===== src/rtl/compositor_pkg.sv =====
// compositor_pkg: shared types and helpers for the layer compositor.
//   rgb332_t            packed RGB332 pixel
//   rgb888_t            expanded 8-bit R/G/B triple
//   TRANSPARENT_DEFAULT default colour key
//   expand_rgb332()     RGB332 -> 8-bit R/G/B with zero-filled LSBs
//   hit_w()             width of the winner index (NUM_LAYERS means background)
package compositor_pkg;
  typedef logic [7:0] rgb332_t;
  typedef struct packed {
    logic [7:0] r;
    logic [7:0] g;
    logic [7:0] b;
  } rgb888_t;
  localparam rgb332_t TRANSPARENT_DEFAULT = 8'hFF;
  function automatic rgb888_t expand_rgb332(input rgb332_t c);
    return {c[7:5], 5'b0, c[4:2], 5'b0, c[1:0], 6'b0};
  endfunction
  function automatic int hit_w(input int n);
    return $clog2(n + 1);
  endfunction
endpackage


===== src/rtl/blink_timer.sv =====
// blink_timer: frame counter toggling blink_phase every BLINK_DIV frames.
//   CLK, RESETn  pixel clock, async active-low reset
//   frame_start  one-cycle pulse per frame; advances the counter
//   blink_phase  1 while blinking layers are hidden
module blink_timer #(
  parameter int BLINK_DIV = 16
) (
  input  logic CLK,
  input  logic RESETn,
  input  logic frame_start,
  output logic blink_phase
);
  logic [7:0] cnt_q, cnt_d;
  logic       wrap;
  always_comb begin
    wrap  = cnt_q == 8'(BLINK_DIV - 1);
    cnt_d = wrap ? 8'd0 : cnt_q + 8'd1;
  end
  always_ff @(posedge CLK or negedge RESETn)
    if (!RESETn) begin
      cnt_q       <= '0;
      blink_phase <= 1'b0;
    end else if (frame_start) begin
      cnt_q       <= cnt_d;
      blink_phase <= blink_phase ^ wrap;
    end
endmodule


===== src/rtl/layer_compositor.sv =====
// layer_compositor: per-pixel priority mux of NUM_LAYERS drawing layers over a background.
//   CLK, RESETn            pixel clock, async active-low reset
//   draw_req, layer_rgb    per-layer request and RGB332 colour (layer 0 highest priority)
//   bckgrnd_rgb            fallback colour, never colour-keyed
//   frame_start            frame pulse: shadow config copy and blink timing
//   cfg_we/layer/enable/blink  pending per-layer configuration write
//   m_mVGA_R/G/B, hit_id   expanded colour and winning layer, 2 cycles after input
module layer_compositor
  import compositor_pkg::*;
#(
  parameter int      NUM_LAYERS  = 10,
  parameter int      BLINK_DIV   = 16,
  parameter rgb332_t TRANSPARENT = TRANSPARENT_DEFAULT
) (
  input  logic                            CLK,
  input  logic                            RESETn,
  input  logic [NUM_LAYERS-1:0]           draw_req,
  input  logic [NUM_LAYERS*8-1:0]         layer_rgb,
  input  logic [7:0]                      bckgrnd_rgb,
  input  logic                            frame_start,
  input  logic                            cfg_we,
  input  logic [$clog2(NUM_LAYERS)-1:0]   cfg_layer,
  input  logic                            cfg_enable,
  input  logic                            cfg_blink,
  output logic [7:0]                      m_mVGA_R,
  output logic [7:0]                      m_mVGA_G,
  output logic [7:0]                      m_mVGA_B,
  output logic [hit_w(NUM_LAYERS)-1:0]    hit_id
);
  localparam int HW = hit_w(NUM_LAYERS);
  logic [NUM_LAYERS-1:0] pend_en_q, pend_en_d, pend_blk_q, pend_blk_d;
  logic [NUM_LAYERS-1:0] act_en_q, act_blk_q, qual;
  logic [HW-1:0]         win_q, win_d;
  rgb332_t               col_q, col_d;
  logic                  blink_phase;
  blink_timer #(.BLINK_DIV(BLINK_DIV)) u_blink (
    .CLK        (CLK),
    .RESETn     (RESETn),
    .frame_start(frame_start),
    .blink_phase(blink_phase)
  );
  always_comb begin
    pend_en_d  = pend_en_q;
    pend_blk_d = pend_blk_q;
    if (cfg_we && int'(cfg_layer) < NUM_LAYERS) begin
      pend_en_d[cfg_layer]  = cfg_enable;
      pend_blk_d[cfg_layer] = cfg_blink;
    end
  end
  // Scan from lowest priority upwards so the lowest qualifying index is the last writer.
  always_comb begin
    qual  = '0;
    win_d = HW'(NUM_LAYERS);
    col_d = bckgrnd_rgb;
    for (int i = NUM_LAYERS - 1; i >= 0; i--) begin
      qual[i] = draw_req[i] & act_en_q[i] & ~(act_blk_q[i] & blink_phase)
              & (layer_rgb[8*i+:8] != TRANSPARENT);
      if (qual[i]) begin
        win_d = HW'(i);
        col_d = layer_rgb[8*i+:8];
      end
    end
  end
  // The shadow copy reads the pending registers before this edge's write lands,
  // so a write coinciding with frame_start waits for the following frame.
  always_ff @(posedge CLK or negedge RESETn)
    if (!RESETn) begin
      pend_en_q                        <= '1;
      pend_blk_q                       <= '0;
      act_en_q                         <= '1;
      act_blk_q                        <= '0;
      win_q                            <= HW'(NUM_LAYERS);
      col_q                            <= '0;
      {m_mVGA_R, m_mVGA_G, m_mVGA_B}   <= '0;
      hit_id                           <= HW'(NUM_LAYERS);
    end else begin
      pend_en_q  <= pend_en_d;
      pend_blk_q <= pend_blk_d;
      if (frame_start) begin
        act_en_q  <= pend_en_q;
        act_blk_q <= pend_blk_q;
      end
      win_q                          <= win_d;
      col_q                          <= col_d;
      {m_mVGA_R, m_mVGA_G, m_mVGA_B} <= expand_rgb332(col_q);
      hit_id                         <= win_q;
    end
endmodule

===== config.mk =====
export PLATFORM = sky130hd
export DESIGN_NAME = layer_compositor
export DESIGN_NICKNAME = d
export VERILOG_FILES = /design/src/rtl/compositor_pkg.sv /design/src/rtl/blink_timer.sv /design/src/rtl/layer_compositor.sv
export SDC_FILE = /design/constraint.sdc
export NUM_CORES = 1
export LEC_CHECK = 0
export ABC_AREA = 1
export CORE_ASPECT_RATIO = 1.4
export CORE_MARGIN = 8
export CORE_UTILIZATION = 51
export CTS_CLUSTER_DIAMETER = 50
export DETAILED_ROUTE_END_ITERATION = 8
export PLACE_DENSITY = 0.86
export SYNTH_ARGS = -nofsm -noshare
export SYNTH_HDL_FRONTEND = slang
export SYNTH_HIERARCHICAL = 1
export SYNTH_SLANG_ARGS = --single-unit

===== constraint.sdc =====
create_clock -name CLK -period 4.8 [get_ports CLK]
set_input_delay 0.72 -clock CLK [delete_from_list [all_inputs] [get_ports CLK]]
set_output_delay 0.72 -clock CLK [all_outputs]
set_load 0.01 [all_outputs]

==> flow_summary.json <==
{
  "cts_tree": "done",
  "clock-root-buffer": "clkbuf_16",
  "clock_latency_ns": 0.34,
  "ys_seq_area_frac": 0.424,
  "maxCapViolations": 0,
  "hp-start": "win_q[2]",
  "die-width_um": 94.3,
  "max_freq_mhz": 422,
  "io_pins": 136,
  "track_usage": 0.218,
  "initial_utilization": 0.517,
  "cp_cell_sequence": "clkdlybuf4s50_1, nand2_1, clkinv_1, nand3_1, o211ai_2, o21ai_0, inv_2, nand2_1, nand2_1, nand2_1, nand2_1, nand2_1, nand2_1",
  "timing.critical_path.mode_cell": "nand2_1",
  "finClkSkew_ns": 0.00457,
  "totalNegativeSetupSlack_ns": 0,
  "grt_overflow_total": 0,
  "dp_hpwl_um": 10200,
  "met3_usage": 0.0383,
  "final_layout_size_suffix_gt1_frac": 0.151,
  "fillerInstances": 698,
  "grt_pass1_vias": 4270,
  "initialDrtViolationCount": 183,
  "worstPathBufferInverterCount": 3,
  "cts-resized-gates": 0,
  "mostFrequentLayoutCells": "nand2_1, clkdlybuf4s50_1, dfrtp_1",
  "route.final.wire_length_um": 12800,
  "crit_path_top_delay_cell": "o211ai_2",
  "drtAntennaViolNets": 0,
  "cts-hold-fix-buffers": 0,
  "setup_repair_after_global_routing_missed_its_margin": "no",
  "chipHeight_um": 126,
  "yosysUniqueCellTypes": 38,
  "critPathRequiredTime_ns": 5.07,
  "pin_count_of_the_biggest_net_entering_global_routing": 50,
  "yosysWarningCount": 6,
  "power.static_leakage_nw": 2.75,
  "placeableCoreArea_mm2": 0.00846,
  "yosys_register_bits": 73,
  "area_delta_synth_final_pct": 34.3,
  "routed-via-count": 4184,
  "worst_slew_margin_rel": 0.279,
  "critical_path.startpoint_type": "input port",
  "drt_drc_violations_left": 0,
  "global_route.peak_usage_layer": "met2",
  "routedWlPerCell_um": 15.8,
  "period_minus_slack_ns": 2.37,
  "n_antenna_cell": 0,
  "reg2reg_depth": 10,
  "slew_viol_final": 0,
  "core.rowCount": 40,
  "placedInstanceArea_mm2": 0.00555,
  "critPathMaxStageDelay_ns": 0.54,
  "total_power_mw": 2.41,
  "drt_first_pass_iters": 5,
  "post_synth.cell_area_avg_um2": 7.57,
  "nNetsFinal": 806,
  "min-delay-path-class": "register to register",
  "min_delay_worst_endpoint": "hit_id[2]",
  "max_slew.worst_pin.slew_ns": 1.08,
  "critical_setup_path_kind": "input port to register",
  "status": "finished clean",
  "regToRegEndpoint": "col_q[4]",
  "regToRegSetupSlack_ns": 2.68,
  "power_density_mw_per_mm2": 411,
  "ir_drop_mv": 0.357,
  "layout_commonest_cell": "nand2_1",
  "routed_via_density": 5.18,
  "globalplace.congestion": 0.923,
  "finalHoldViolations": 0,
  "max_buffers_root_to_sink": 2,
  "grt_first_pass_wirelength_um": 20000,
  "cts-buffers-inserted": 9,
  "clock_sinks": 73,
  "port_buffers": 119,
  "worst-path-max-fanout": 18,
  "worstSetupStartpoint": "layer_rgb[50]",
  "grt_use_met2": 0.410,
  "htree_levels": 3,
  "worstSetupEndpointType": "register",
  "hold_path_depth": 0,
  "family_of_cells_with_the_greatest_summed_delay_on_the_critical_path": "compound AO/OA/AOI/OAI gates",
  "postSynthCellCount": 578,
  "grt_util_met1": 0.214,
  "reg2reg_from": "u_blink/blink_phase",
  "crit_arrival_ns": 2.64,
  "die-area_mm2": 0.0118,
  "setup-violations-final": 0,
  "post_route_clock_period_utilization": 0.493,
  "finalHoldWorstSlack_ns": 0.346,
  "antenna_found_initial": 0,
  "fin_area_mm2": 0.00588,
  "netlist_area_mm2": 0.00437,
  "cts.reportedPaths.clkPinSlew_ns": 0.06,
  "post_cts.repair.setup_buffers": 0
}
## per-layer routing
layer	share of wire	up-vias	wire (µm)
li1	-	2060	-
met1	0.35	1951	4500
met2	0.56	132	7190
met3	0.046	41	593
met4	0.039	0	497
met5	0	-	0
## through the flow
step	utilization	setup WS, ns	cells
detailed placement	0.656	2.11	791
global placement	0.656	2.15	791
floorplan	-	2.97	593
global route	0.695	2.30	807
CTS	0.695	2.44	807
finish	0.695	2.43	807
## report_power, final
group / switching [mW] / internal, mW / total (mW) / leakage (nW)
sequential: 0.0986 / 0.836 / 0.934 / 0.842
clock: 0.259 / 0.470 / 0.730 / 0.159
combinational: 0.415 / 0.335 / 0.750 / 1.75
total: 0.773 / 1.64 / 2.41 / 2.75
## flip-flops by register name, summed over array words and instances, names as in the netlist
name	cells
u_blink/cnt_q	8
u_blink/blink_phase	1
pend_en_q	10
m_mVGA_R	3
win_q	4
m_mVGA_G	3
act_blk_q	10
pend_blk_q	10
hit_id	4
act_en_q	10
col_q	8
m_mVGA_B	2
## cells in the mapped netlist
library cell | number | area [µm²]
nand4_1 | 9 | 56.3
nand2_2 | 3 | 18.8
xnor2_1 | 1 | 8.76
nand3_2 | 1 | 10.0
mux2_2 | 14 | 158
nor4_1 | 1 | 6.26
nand2_4 | 5 | 56.3
clkbuf_1 | 3 | 11.3
a21oi_1 | 22 | 110
a31oi_1 | 1 | 6.26
o21ai_0 | 45 | 225
buf_6 | 6 | 67.6
nand3b_1 | 1 | 7.51
nand3_1 | 43 | 215
o21ai_1 | 4 | 20.0
clkinv_1 | 3 | 11.3
ha_1 | 1 | 12.5
nand4_2 | 1 | 12.5
inv_1 | 46 | 173
nor2_2 | 2 | 12.5
dfrtp_1 | 49 | 1230
or2_0 | 2 | 12.5
a21oi_2 | 2 | 17.5
buf_4 | 17 | 128
dfstp_2 | 24 | 631
conb_1 | 1 | 3.75
nor2_4 | 2 | 22.5
o211ai_2 | 2 | 25.0
a21oi_4 | 4 | 65.1
nand2_1 | 186 | 698
nor4_2 | 2 | 25.0
inv_2 | 23 | 86.3
o2111ai_4 | 1 | 26.3
nor2_1 | 40 | 150
a21boi_1 | 1 | 7.51
or2_2 | 1 | 6.26
buf_2 | 2 | 10.0
nor3_1 | 7 | 35.0
## how the worst max path moves through the flow
| stage | slack (ns) | cells after the start | endpoint |
|---|---|---|---|
| 2_1_floorplan | 2.97 | 10 | col_q[0] |
| 3_3_place_gp | 2.15 | 13 | col_q[0] |
| 3_5_place_dp | 2.11 | 13 | col_q[0] |
| 4_1_cts | 2.44 | 13 | col_q[4] |
| 5_1_grt | 2.30 | 13 | col_q[6] |
| 6_report | 2.43 | 13 | col_q[4] |
## logic make-up after synthesis
group	after synthesis	synth area share
flops	73	0.424
fa+ha+maj	1	0.00286
buf+inv	100	0.111
simple gates	306	0.307
xor+xnor	1	0.00200
mux	14	0.0360
compound gates	82	0.115
other cells	1	0.000857
## worst register-to-register path, cell delays in order, from the launching register on
cell	delay, ns
dfrtp_1	0.63
a21oi_2	0.26
o211ai_2	0.30
o21ai_0	0.37
inv_2	0.05
nand2_1	0.08
nand2_1	0.07
nand2_1	0.08
nand2_1	0.05
nand2_1	0.06
nand2_1	0.06
## cell type report
cell class	count	area, µm²	area share
tap	105	131	0.0224
timing repair buffer	121	1200	0.204
clock buffer	10	239	0.0407
inverter	72	270	0.0460
sequential	73	1860	0.316
multi-input combinational	420	2090	0.355
clock inverter	6	90.1	0.0153
No activity file was read; power rests on OpenSTA's default activity.
